`src/rtl/cal_pkg.sv`:
```
// Shared calendar types and helpers for the month/date setting controller.
// Provides the mode encoding, month limits and the days-in-month table.
package cal_pkg;

  typedef enum logic [1:0] {
    RUN     = 2'd0,
    SET_MON = 2'd1,
    SET_DAY = 2'd2
  } state_e;

  localparam logic [3:0] MONTH_MIN = 4'd1;
  localparam logic [3:0] MONTH_MAX = 4'd12;

  function automatic logic [4:0] dim(input logic [3:0] month, input logic leap);
    logic [4:0] d;
    case (month)
      4'd4, 4'd6, 4'd9, 4'd11: d = 5'd30;
      4'd2:                    d = leap ? 5'd29 : 5'd28;
      default:                 d = 5'd31;
    endcase
    return d;
  endfunction

  function automatic logic [3:0] next_month(input logic [3:0] month);
    return (month >= MONTH_MAX) ? MONTH_MIN : month + 4'd1;
  endfunction

endpackage

```
`src/rtl/pb_one_pulse.sv`:
```
// Rising-edge detector for a debounced button level; the pulse is high for
// the single cycle in which the level is seen high after a low sample.
module pb_one_pulse (
  input  logic clk,
  input  logic rst_n,
  input  logic level_in,
  output logic pulse_out
);

  logic level_q;

  // Registered copy of the level for edge detection
  always_ff @(posedge clk) begin
    if (!rst_n) begin
      level_q <= 1'b0;
    end else begin
      level_q <= level_in;
    end
  end

  assign pulse_out = level_in & ~level_q;

endmodule

```
`src/rtl/date_set_ctrl.sv`:
```
// Month/date setting controller: RUN / SET_MON / SET_DAY sequencing, button
// increments with hold-to-repeat, and daily advance of the date while running.
module date_set_ctrl
  import cal_pkg::*;
#(
  parameter int REPEAT_DLY = 200,
  parameter int REPEAT_PER = 50
) (
  input  logic       clk,
  input  logic       rst_n,
  input  logic       pb_mode,
  input  logic       pb_inc,
  input  logic       day_tick,
  input  logic       leap,
  output logic [3:0] month,
  output logic [4:0] day,
  output logic [1:0] mode,
  output logic       set_active
);

  localparam int CNT_W = $clog2(REPEAT_DLY + 1);
  localparam logic [CNT_W-1:0] RPT_FIRE   = CNT_W'(REPEAT_DLY);
  localparam logic [CNT_W-1:0] RPT_RELOAD = CNT_W'(REPEAT_DLY - REPEAT_PER);

  state_e           state_q;
  logic             set_active_q;
  logic [3:0]       month_q, month_d;
  logic [4:0]       day_q, day_d;
  logic [CNT_W-1:0] rpt_cnt_q, rpt_cnt_d, rpt_cnt_inc;
  logic             mode_pulse, inc_pulse, rpt_fire, inc_ev, set_mode;
  logic [3:0]       nm;
  logic [4:0]       dim_cur, dim_nm, day_clamp;

  pb_one_pulse u_mode_edge (.clk(clk), .rst_n(rst_n), .level_in(pb_mode), .pulse_out(mode_pulse));
  pb_one_pulse u_inc_edge  (.clk(clk), .rst_n(rst_n), .level_in(pb_inc),  .pulse_out(inc_pulse));

  assign set_mode    = (state_q != RUN);
  assign nm          = next_month(month_q);
  assign dim_cur     = dim(month_q, leap);
  assign dim_nm      = dim(nm, leap);
  assign day_clamp   = (day_q > dim_cur) ? dim_cur : day_q;
  assign rpt_cnt_inc = rpt_cnt_q + CNT_W'(1);
  // A mode change in the same cycle swallows any pending increment
  assign inc_ev      = (inc_pulse | rpt_fire) & ~mode_pulse;

  // Hold-to-repeat counter; reload keeps later repeats REPEAT_PER apart
  always_comb begin
    rpt_cnt_d = rpt_cnt_q;
    rpt_fire  = 1'b0;
    if (!pb_inc || mode_pulse || !set_mode) begin
      rpt_cnt_d = '0;
    end else if (rpt_cnt_inc == RPT_FIRE) begin
      rpt_fire  = 1'b1;
      rpt_cnt_d = RPT_RELOAD;
    end else begin
      rpt_cnt_d = rpt_cnt_inc;
    end
  end

  // Next date: tick in RUN, increments in set modes, otherwise clamp to dim
  always_comb begin
    month_d = month_q;
    day_d   = day_clamp;
    case (state_q)
      RUN: begin
        if (day_tick) begin
          if (day_q < dim_cur) begin
            day_d = day_q + 5'd1;
          end else begin
            day_d   = 5'd1;
            month_d = nm;
          end
        end else begin
          day_d = day_clamp;
        end
      end
      SET_MON: begin
        if (inc_ev) begin
          month_d = nm;
          day_d   = (day_q > dim_nm) ? dim_nm : day_q;
        end else begin
          day_d = day_clamp;
        end
      end
      SET_DAY: begin
        if (inc_ev) begin
          day_d = (day_q >= dim_cur) ? 5'd1 : day_q + 5'd1;
        end else begin
          day_d = day_clamp;
        end
      end
      default: begin
        day_d = day_clamp;
      end
    endcase
  end

  // Mode FSM with registered blink enable, plus date and repeat registers
  always_ff @(posedge clk) begin
    if (!rst_n) begin
      state_q      <= RUN;
      set_active_q <= 1'b0;
      month_q      <= MONTH_MIN;
      day_q        <= 5'd1;
      rpt_cnt_q    <= '0;
    end else begin
      month_q   <= month_d;
      day_q     <= day_d;
      rpt_cnt_q <= rpt_cnt_d;
      if (mode_pulse) begin
        case (state_q)
          RUN: begin
            state_q      <= SET_MON;
            set_active_q <= 1'b1;
          end
          SET_MON: begin
            state_q      <= SET_DAY;
            set_active_q <= 1'b1;
          end
          SET_DAY: begin
            state_q      <= RUN;
            set_active_q <= 1'b0;
          end
          default: begin
            state_q      <= RUN;
            set_active_q <= 1'b0;
          end
        endcase
      end
    end
  end

  assign month      = month_q;
  assign day        = day_q;
  assign mode       = state_q;
  assign set_active = set_active_q;

endmodule

```
`config.mk`:
```
export PLATFORM = sky130hd
export DESIGN_NAME = date_set_ctrl
export DESIGN_NICKNAME = d
export VERILOG_FILES = /design/src/rtl/cal_pkg.sv /design/src/rtl/pb_one_pulse.sv /design/src/rtl/date_set_ctrl.sv
export SDC_FILE = /design/constraint.sdc
export NUM_CORES = 1
export LEC_CHECK = 0
export ABC_AREA = 1
export CAP_MARGIN = 20
export CORE_MARGIN = 2
export CORE_UTILIZATION = 56
export CTS_CLUSTER_SIZE = 8
export DETAILED_ROUTE_END_ITERATION = 6
export GPL_TIMING_DRIVEN = 0
export PLACE_DENSITY = 0.8
export SKIP_LAST_GASP = 1
export SLEW_MARGIN = 10
export SYNTH_ARGS = -nofsm -noshare
export SYNTH_HDL_FRONTEND = slang
export SYNTH_HIERARCHICAL = 1
export SYNTH_SLANG_ARGS = --single-unit
export TNS_END_PERCENT = 20
```
`constraint.sdc`:
```
create_clock -name clk -period 2.9 [get_ports clk]
set_clock_uncertainty 0.05 [all_clocks]
set_input_delay 0.58 -clock clk [delete_from_list [all_inputs] [get_ports clk]]
set_output_delay 0.58 -clock clk [all_outputs]
set_load 0.01 [all_outputs]
```
==> results of run 1 <==
[cell type report]
class                   count  area, um2  area share
plain buffers               1       7.51     0.00401
multi-input cells         176        962       0.514
clock buffers               3       22.5      0.0120
repair buffers             17        170      0.0909
inverters                  53        199       0.106
well taps                  31       38.8      0.0207
clock inverters             1       30.0      0.0160
flip-flops and latches     22        442       0.236
[path summary, 6_finish.rpt]
check / endpoint / cells past startpoint / slack (ns) / from
setup / recovery: day[0] / 17 / 0.29 / month[0]
hold / removal: rpt_cnt_q[7] / 2 / 0.44 / rpt_cnt_q[7]
setup reg to reg: day[0] / 17 / 0.29 / month[0]
hold reg to reg: rpt_cnt_q[7] / 2 / 0.44 / rpt_cnt_q[7]
[synthesized netlist by cell type, drive strengths merged]
| cell | n | area, um2 |
|---|---|---|
| o21bai | 1 | 7.51 |
| nand4 | 4 | 31.3 |
| xor2 | 2 | 17.5 |
| inv | 52 | 195 |
| a22oi | 1 | 7.51 |
| o211ai | 2 | 20.0 |
| a31oi | 3 | 18.8 |
| nor3 | 2 | 10.0 |
| nand3b | 2 | 15.0 |
| clkinv | 1 | 3.75 |
| buf | 1 | 7.51 |
| o21a | 1 | 7.51 |
| nand3 | 20 | 118 |
| ha | 10 | 125 |
| nand2 | 63 | 254 |
| dfxtp | 22 | 440 |
| o21ai | 19 | 106 |
| nor3b | 1 | 7.51 |
| xnor2 | 2 | 17.5 |
| nor2 | 28 | 115 |
| a21oi | 15 | 75.1 |
[kinds of logic (layout without fill, tap and decap cells)]
family	count (synthesis)	in the layout	share of synthesized area
flops	22	22	0.275
xor+xnor	4	4	0.0219
compound gates	42	42	0.152
buf+inv	54	75	0.129
simple gates	120	120	0.344
fa+ha+maj	10	10	0.0782
[layer usage]
metal,track usage,up-vias
met1,0.295,694
met4,0.0698,0
li1,-,839
met3,0.0227,4
met5,0,-
met2,0.364,24
[state kept, by name (all words and copies together) (netlist names)]
register and count:
rpt_cnt_q 8, day 5, month 4, mode 2, set_active 1, u_inc_edge/level_q 1, u_mode_edge/level_q 1
[through the flow]
stage / area (um2) / total power [mW] / worst slack, ns / hold WS, ns / std cells
floorplan: 1600 / 0.486 / 0.412 / 0.390 / 252
global placement: 1810 / 0.548 / 0.0137 / 0.413 / 300
detailed placement: 1810 / 0.551 / 0.0880 / 0.420 / 300
CTS: 1860 / 0.797 / 0.0338 / 0.452 / 304
global route: 1870 / 0.840 / -0.0272 / 0.471 / 304
finish: 1870 / 0.795 / 0.294 / 0.445 / 304
[worst min-delay path: stages, from the launching register on]
cell	delay, ns
dfxtp_1	0.33
nand2_1	0.07
a21oi_1	0.06
[power by group through the flow]
stage	logic, mW	registers [mW]	clock network, mW
after global routing	0.237	0.346	0.257
after global placement	0.200	0.348	0
after CTS	0.207	0.342	0.248
after detailed placement	0.203	0.348	0
after floorplan	0.137	0.350	0
final	0.207	0.342	0.246
[timing repair]
action | CTS | global route
setup endpoints to repair | 1 | 4
gates resized for setup | 1 | 3
pin swaps | 0 | 0
==> impl_results.md, run 1 <==
* P_sw at between 0.2 and 0.25 mW
* Max-slew violations at 0
* WL final at 3360 um
* Die area at about 0.0033 mm2
* Yosys synthesis warning count at 6
* WL/cell at 11.1 um
* IO Pins at 18
* Antenna Violating Nets Remaining at 0
* Min cycle time layout at about 2.6 ns
* Slew margin rel. at 0.668
* Largest stage delay, worst path at ~0.39 ns
* Core Box Area at 0.00273 mm2
* Worst EP arrival at 2.78 ns
* Root Buffer: clkbuf_4
* Core Util, Final at 0.685
* Initial Utilization at 0.585
* Worst Setup Start Kind: flip-flop
* Vias per cell at 5.13
* 1st-iter DRT viols at between 50 and 60
* Post-CTS Hold Buffers at 0
* FP Rows at 19
* Htree depth at 1
* Vias in the first global route at between 1000 and 1500
* First-pass GRT wire length at roughly 5900 um
* Crit path capture type: flip-flop
* Initial antenna violation count at 0
* Synth cell types at 31
* Setup CP Type: reg -> reg
* Max_cap viols at 0
* Most frequent cells in the layout: 58 x nand2_1, 51 x inv_1, 24 x nor2_1, 21 x dfxtp_1, 18 x nand3_1
* Met1 WL at between 1500 and 2000 um
* GRT Total Usage at 0.218
* Worst Path Required at about 3 ns
* Fmax at 384 MHz
* Switching Fraction at 0.309
* Slowest stage cell on the critical path: dfxtp_2
* Worst path cell trace: inv_1 -> ha_1 -> nor3b_2 -> nand2_1 -> nand3_1 -> inv_1 -> ha_1 -> nand2_1 -> inv_1 -> o21ai_2 -> inv_1 -> o21ai_0 -> o21ai_0 -> nand2_1 -> inv_1 -> o21ai_2 -> nand3_1
* Number of synthesized register bits at 22
* Vias at 1561
* PortBufs at 17
* Reg power frac at 0.430
* Sum of buffers and inverters on the critical path at 5
* Fillers at around 250
* Max layer used: met4
* Post-route DRC violation count at 0
* Final Cycle Share at 0.899
* CP dominant cell by count: inv_1
* P_leak at ~0.96 nW
* Hold Crit Class: reg -> reg
* Antenna fix cells at 0
* Combinational share of power at 0.261
* Syn nets at approximately 270
* Worst VDD drop at slightly above 300 uV
* Syn Std Cell Area at 0.00160 mm2
* Total global routing overflow at 0
* Pin count of the biggest net entering global routing at 14
* Register area share after synthesis at 0.275
* Cell Pwr Density at ~420 mW/mm2
* Most common cell after layout, fill and taps aside: nand2_1
* Synth-to-layout area growth at 17.0%
* Post-DP HPWL at approximately 2600 um
* Routed wl met2 at about 1500 um
* Setup tns final at 0 ns
* Clk_lat worst skew at around 0.31 ns
* First-pass detailed-route iteration total at 5
* CP max FO at 8
* Die Y at 57.5 um
* Status: finished, final reports clean
* Total CTS buffers at 3
* RSZ-0062 raised after global routing: true
* Post-Synthesis Cells at ~250
* Clock-pin slew of the registers on the worst-case setup and hold paths at approximately 0.14 ns
* Clock tree buffer depth at 2
* CTS tree: done
* Die width at between 50 and 60 um
* Avg Cell Area, Syn at 6.35 um2
* Setup violators final at 0
* Internal Power at 0.549 mW
* Share of layout cells above drive strength 1 at 0.0916
* Critical path's top delay family: compound AO/OA/AOI/OAI gates
* Final nets at 290
* Worst-Margin Slew at a little under 0.5 ns
* Met3 wire length at around 95 um
* Post-CTS Setup Inserts at 0
* Final Hold Fails at 0
* Routability cong. at a little under 0.9
* Clk network pwr share at 0.309
* CTS sink count at 22
Note: power is estimated with default switching activity, not from simulation.
==> run 2, diff against run 1 <==
--- a/config.mk
+++ b/config.mk
@@ -5,14 +5,14 @@
 export SDC_FILE = /design/constraint.sdc
 export NUM_CORES = 1
 export LEC_CHECK = 0
-export ABC_AREA = 1
 export CAP_MARGIN = 20
 export CORE_MARGIN = 2
 export CORE_UTILIZATION = 56
 export CTS_CLUSTER_SIZE = 8
 export DETAILED_ROUTE_END_ITERATION = 6
 export GPL_TIMING_DRIVEN = 0
-export PLACE_DENSITY = 0.8
+export PLACE_DENSITY = 0.79
+export RECOVER_POWER = 25
 export SKIP_LAST_GASP = 1
 export SLEW_MARGIN = 10
 export SYNTH_ARGS = -nofsm -noshare
==> run 2 against run 1 <==
Fmax shrank 4.7%. Count of clock-buffer cells in the layout is the same. First-iteration DRC count grew 15%. Sequential share of layout area shrank 0.27 points. Utilization grew 1.2 points. Synthesized cell count shrank 18%. Global-route usage grew 3.8 points. Largest power group unchanged.
==> impl_results.md, run 2 <==
* Setup violators final at 0
* Number of synthesized register bits at 22
* Worst EP arrival at roughly 2.9 ns
* 1st-iter DRT viols at between 60 and 70
* Cell Pwr Density at 363 mW/mm2
* WL/cell at ~15 um
* Routability cong. at approximately 0.89
* Fmax at 366 MHz
* Worst Path Required at 3.09 ns
* R2R cell count at 12
* Clock-pin slew of the registers on the worst-case setup and hold paths at roughly 0.12 ns
* Crit path capture type: flip-flop
* Reg2reg start: month[0]
* Core Box Area at 0.00276 mm2
* Critical path's top delay family: compound AO/OA/AOI/OAI gates
* Reg power frac at 0.486
* Share of layout cells above drive strength 1 at 0.107
* CTS sink count at 22
* Largest stage delay, worst path at approximately 0.42 ns
* Top reg by flops: rpt_cnt_q
* Htree depth at 1
* Avg Cell Area, Syn at between 7 and 8 um2
* Die width at just under 60 um
* Final Cycle Share at 0.943
* Post-synth EDFFs at 0
* P_leak at roughly 0.73 nW
* Placement Setup Slack at -0.164 ns
* Worst path cell trace: inv_1 -> ha_1 -> o21ai_0 -> a21oi_1 -> a21oi_1 -> ha_1 -> nand2b_1 -> a21oi_1 -> o21ai_0 -> o31ai_1 -> a32oi_1 -> o22ai_1
* Combinational share of power at 0.308
* Max reg flops at 8
* Fillers at between 200 and 300
* Vias at between 1500 and 2000
* Core Util, Final at 0.696
* Final worst slack at about 0.17 ns
* Synth cell types at 52
* FP Rows at 19
* Worst Setup Start Kind: flip-flop
* CP max FO at 7
* P_sw at approximately 0.23 mW
* Synth-to-layout area growth at 18.7%
* Max-slew violations at 0
* FF-to-FF End: day[1]
* Slowest stage cell on the critical path: dfxtp_4
* Hold Crit Start: rpt_cnt_q[7]
* Clk_lat worst skew at about 0.31 ns
* Primary FF master, synth: dfxtp_1
* Final nets at about 250
* Antenna fix cells at 0
* Syn nets at about 220
* Sum of buffers and inverters on the critical path at 1
* Clock tree buffer depth at 2
* Total global routing overflow at 0
* R2r setup slk at 0.17 ns
* Vias per cell at 6.22
* Max_cap viols at 0
* Worst VDD drop at approximately 280 uV
* Share of Yosys cell area claimed by the top area cell type at 0.272
* First-pass GRT wire length at just under 7000 um
* GRT Total Usage at 0.257
* Die Y at ~58 um
* RSZ-0062 raised after global routing: false
* Switching Fraction at 0.330
* Slew margin rel. at 0.563
* Synth cell count leaders: 22 x dfxtp_1, 22 x nor2_1, 19 x a21oi_1
* Setup tns final at 0 ns
* Most frequent cells in the layout: 22 x nor2_1, 20 x dfxtp_1, 19 x a21oi_1, 13 x o21ai_0, 13 x nand2_1
* Initial Utilization at 0.587
* Final Hold Fails at 0
* Worst-Margin Slew at about 0.65 ns
* Clk network pwr share at 0.206
* IO Pins at 18
* Cell taking the most area after synthesis: dfxtp_1
* PortBufs at 17
* Post-route DRC violation count at 0
* Pin count of the biggest net entering global routing at 12
* Die area at 0.00334 mm2
* Post-Synthesis Cells at between 200 and 250
* Root Buffer: clkbuf_4
* Hold Path End: rpt_cnt_q[7]
* Initial antenna violation count at 0
* Most common cell after layout, fill and taps aside: nor2_1
* Syn Std Cell Area at between 0.0015 and 0.002 mm2
* Register area share after synthesis at 0.272
* Status: finished, final reports clean
* WL final at approximately 4000 um
* Async SR Flop Fraction at 0
* CTS tree: done
* Yosys synthesis warning count at 6
* Setup CP Type: reg -> reg
* Hold Crit Class: reg -> reg
* Hold path depth at 2
* Min cycle time layout at 2.73 ns
* First-pass detailed-route iteration total at 4
* Total CTS buffers at 3
* Vias in the first global route at around 1500
* Post-DP HPWL at a little under 3000 um
* Antenna Violating Nets Remaining at 0
* CP dominant cell by count: a21oi_1
* Synth top area cells: dfxtp_1 27%, ha_1 7.7%, a21oi_1 5.9%
* Internal Power at roughly 0.47 mW
-- run 2: cell types whose count changed after synthesis, sizes merged, moves of 3 or more --
cell    before  now
a21oi       15   20
xor2         2    6
o21ai       19   14
nor2b        0    9
nor3b        1    4
or3          0    3
nor2        28   22
nand3       20   10
nand2b       0    9
and2         0    6
clkbuf       0    6
nand2       63   13
inv         52    9
-- run 2: cell type report --
class,instances,area (um2),share of cell area
Sequential cell,22,448,0.233
Inverter,9,33.8,0.0176
Clock buffer,3,22.5,0.0117
Tap cell,31,38.8,0.0202
Buffer,8,33.8,0.0176
Timing Repair Buffer,23,215,0.112
Multi-Input combinational cell,168,1130,0.588
-- run 2: cell families after synthesis --
kind of cell / share of synthesized area
and+or+nand+nor: 0.310
AOI/OAI and AO/OA: 0.240
DFF: 0.272
buffers and inverters: 0.0410
adders and majority gates: 0.0773
xor gates and xnor gates: 0.0379
muxes: 0.0217
-- run 2: timing repair --
action                                  CTS  global route
gates resized for setup                   1             9
pin swaps                                 0             3
setup buffers                             0             6
endpoints found under the setup margin    1             8
hold buffers                              0             0
-- run 2: worst max path at each step --
stage,start,endpoint,slack (ns),cells past startpoint
final,month[0],day[1],0.17,12
after global routing,month[1],day[3],0.009,11
after CTS,month[1],day[3],0.004,11
after detailed placement,leap,day[0],-0.16,11
after global placement,leap,day[0],-0.11,11
after floorplan,month[1],day[3],0.29,11
-- run 2: metrics by stage --
stage,hold slack [ns],cells,total power [mW],area [um2]
global route,0.517,264,0.739,1920
CTS,0.474,258,0.691,1850
detailed placement,0.444,255,0.552,1830
global placement,0.412,255,0.545,1830
finish,0.468,264,0.697,1920
floorplan,0.391,207,0.481,1620
-- run 2: layer usage --
metal / vias up / global-route usage / share of wire
met5: - / 0 / 0
met4: 0 / 0.0698 / 0.015
met3: 8 / 0.0625 / 0.083
met2: 73 / 0.429 / 0.47
met1: 755 / 0.331 / 0.43
li1: 805 / - / -
-- run 2: power groups by stage --
stage / Combinational (mW) / Clock [mW] / Sequential [mW]
after floorplan: 0.134 / 0 / 0.347
after global placement: 0.201 / 0 / 0.344
after detailed placement: 0.205 / 0 / 0.347
after CTS: 0.207 / 0.145 / 0.340
after global routing: 0.240 / 0.158 / 0.341
final: 0.215 / 0.143 / 0.339
-- run 2: worst reg2reg max path, stage by stage, from the launching register on --
cell	delay, ns
dfxtp_4	0.42
inv_1	0.08
ha_1	0.22
o21ai_0	0.16
a21oi_1	0.09
a21oi_1	0.17
ha_1	0.28
nand2b_1	0.15
a21oi_1	0.23
o21ai_0	0.23
o31ai_1	0.30
a32oi_1	0.08
o22ai_1	0.20
==> run 3, diff against run 2 <==
==> constraint.sdc (replaced) <==
create_clock -name clk -period 2.9 [get_ports clk]
set_clock_uncertainty 0.05 [all_clocks]
set_input_delay 0.435 -clock clk [delete_from_list [all_inputs] [get_ports clk]]
set_output_delay 0.435 -clock clk [all_outputs]
set_load 0.01 [all_outputs]
==> results of run 3 <==
Final layout, timing and power as in run 2 (identical DEF).
Among the figures that moved: setup slack after placement -0.164 ns -> -0.0193 ns
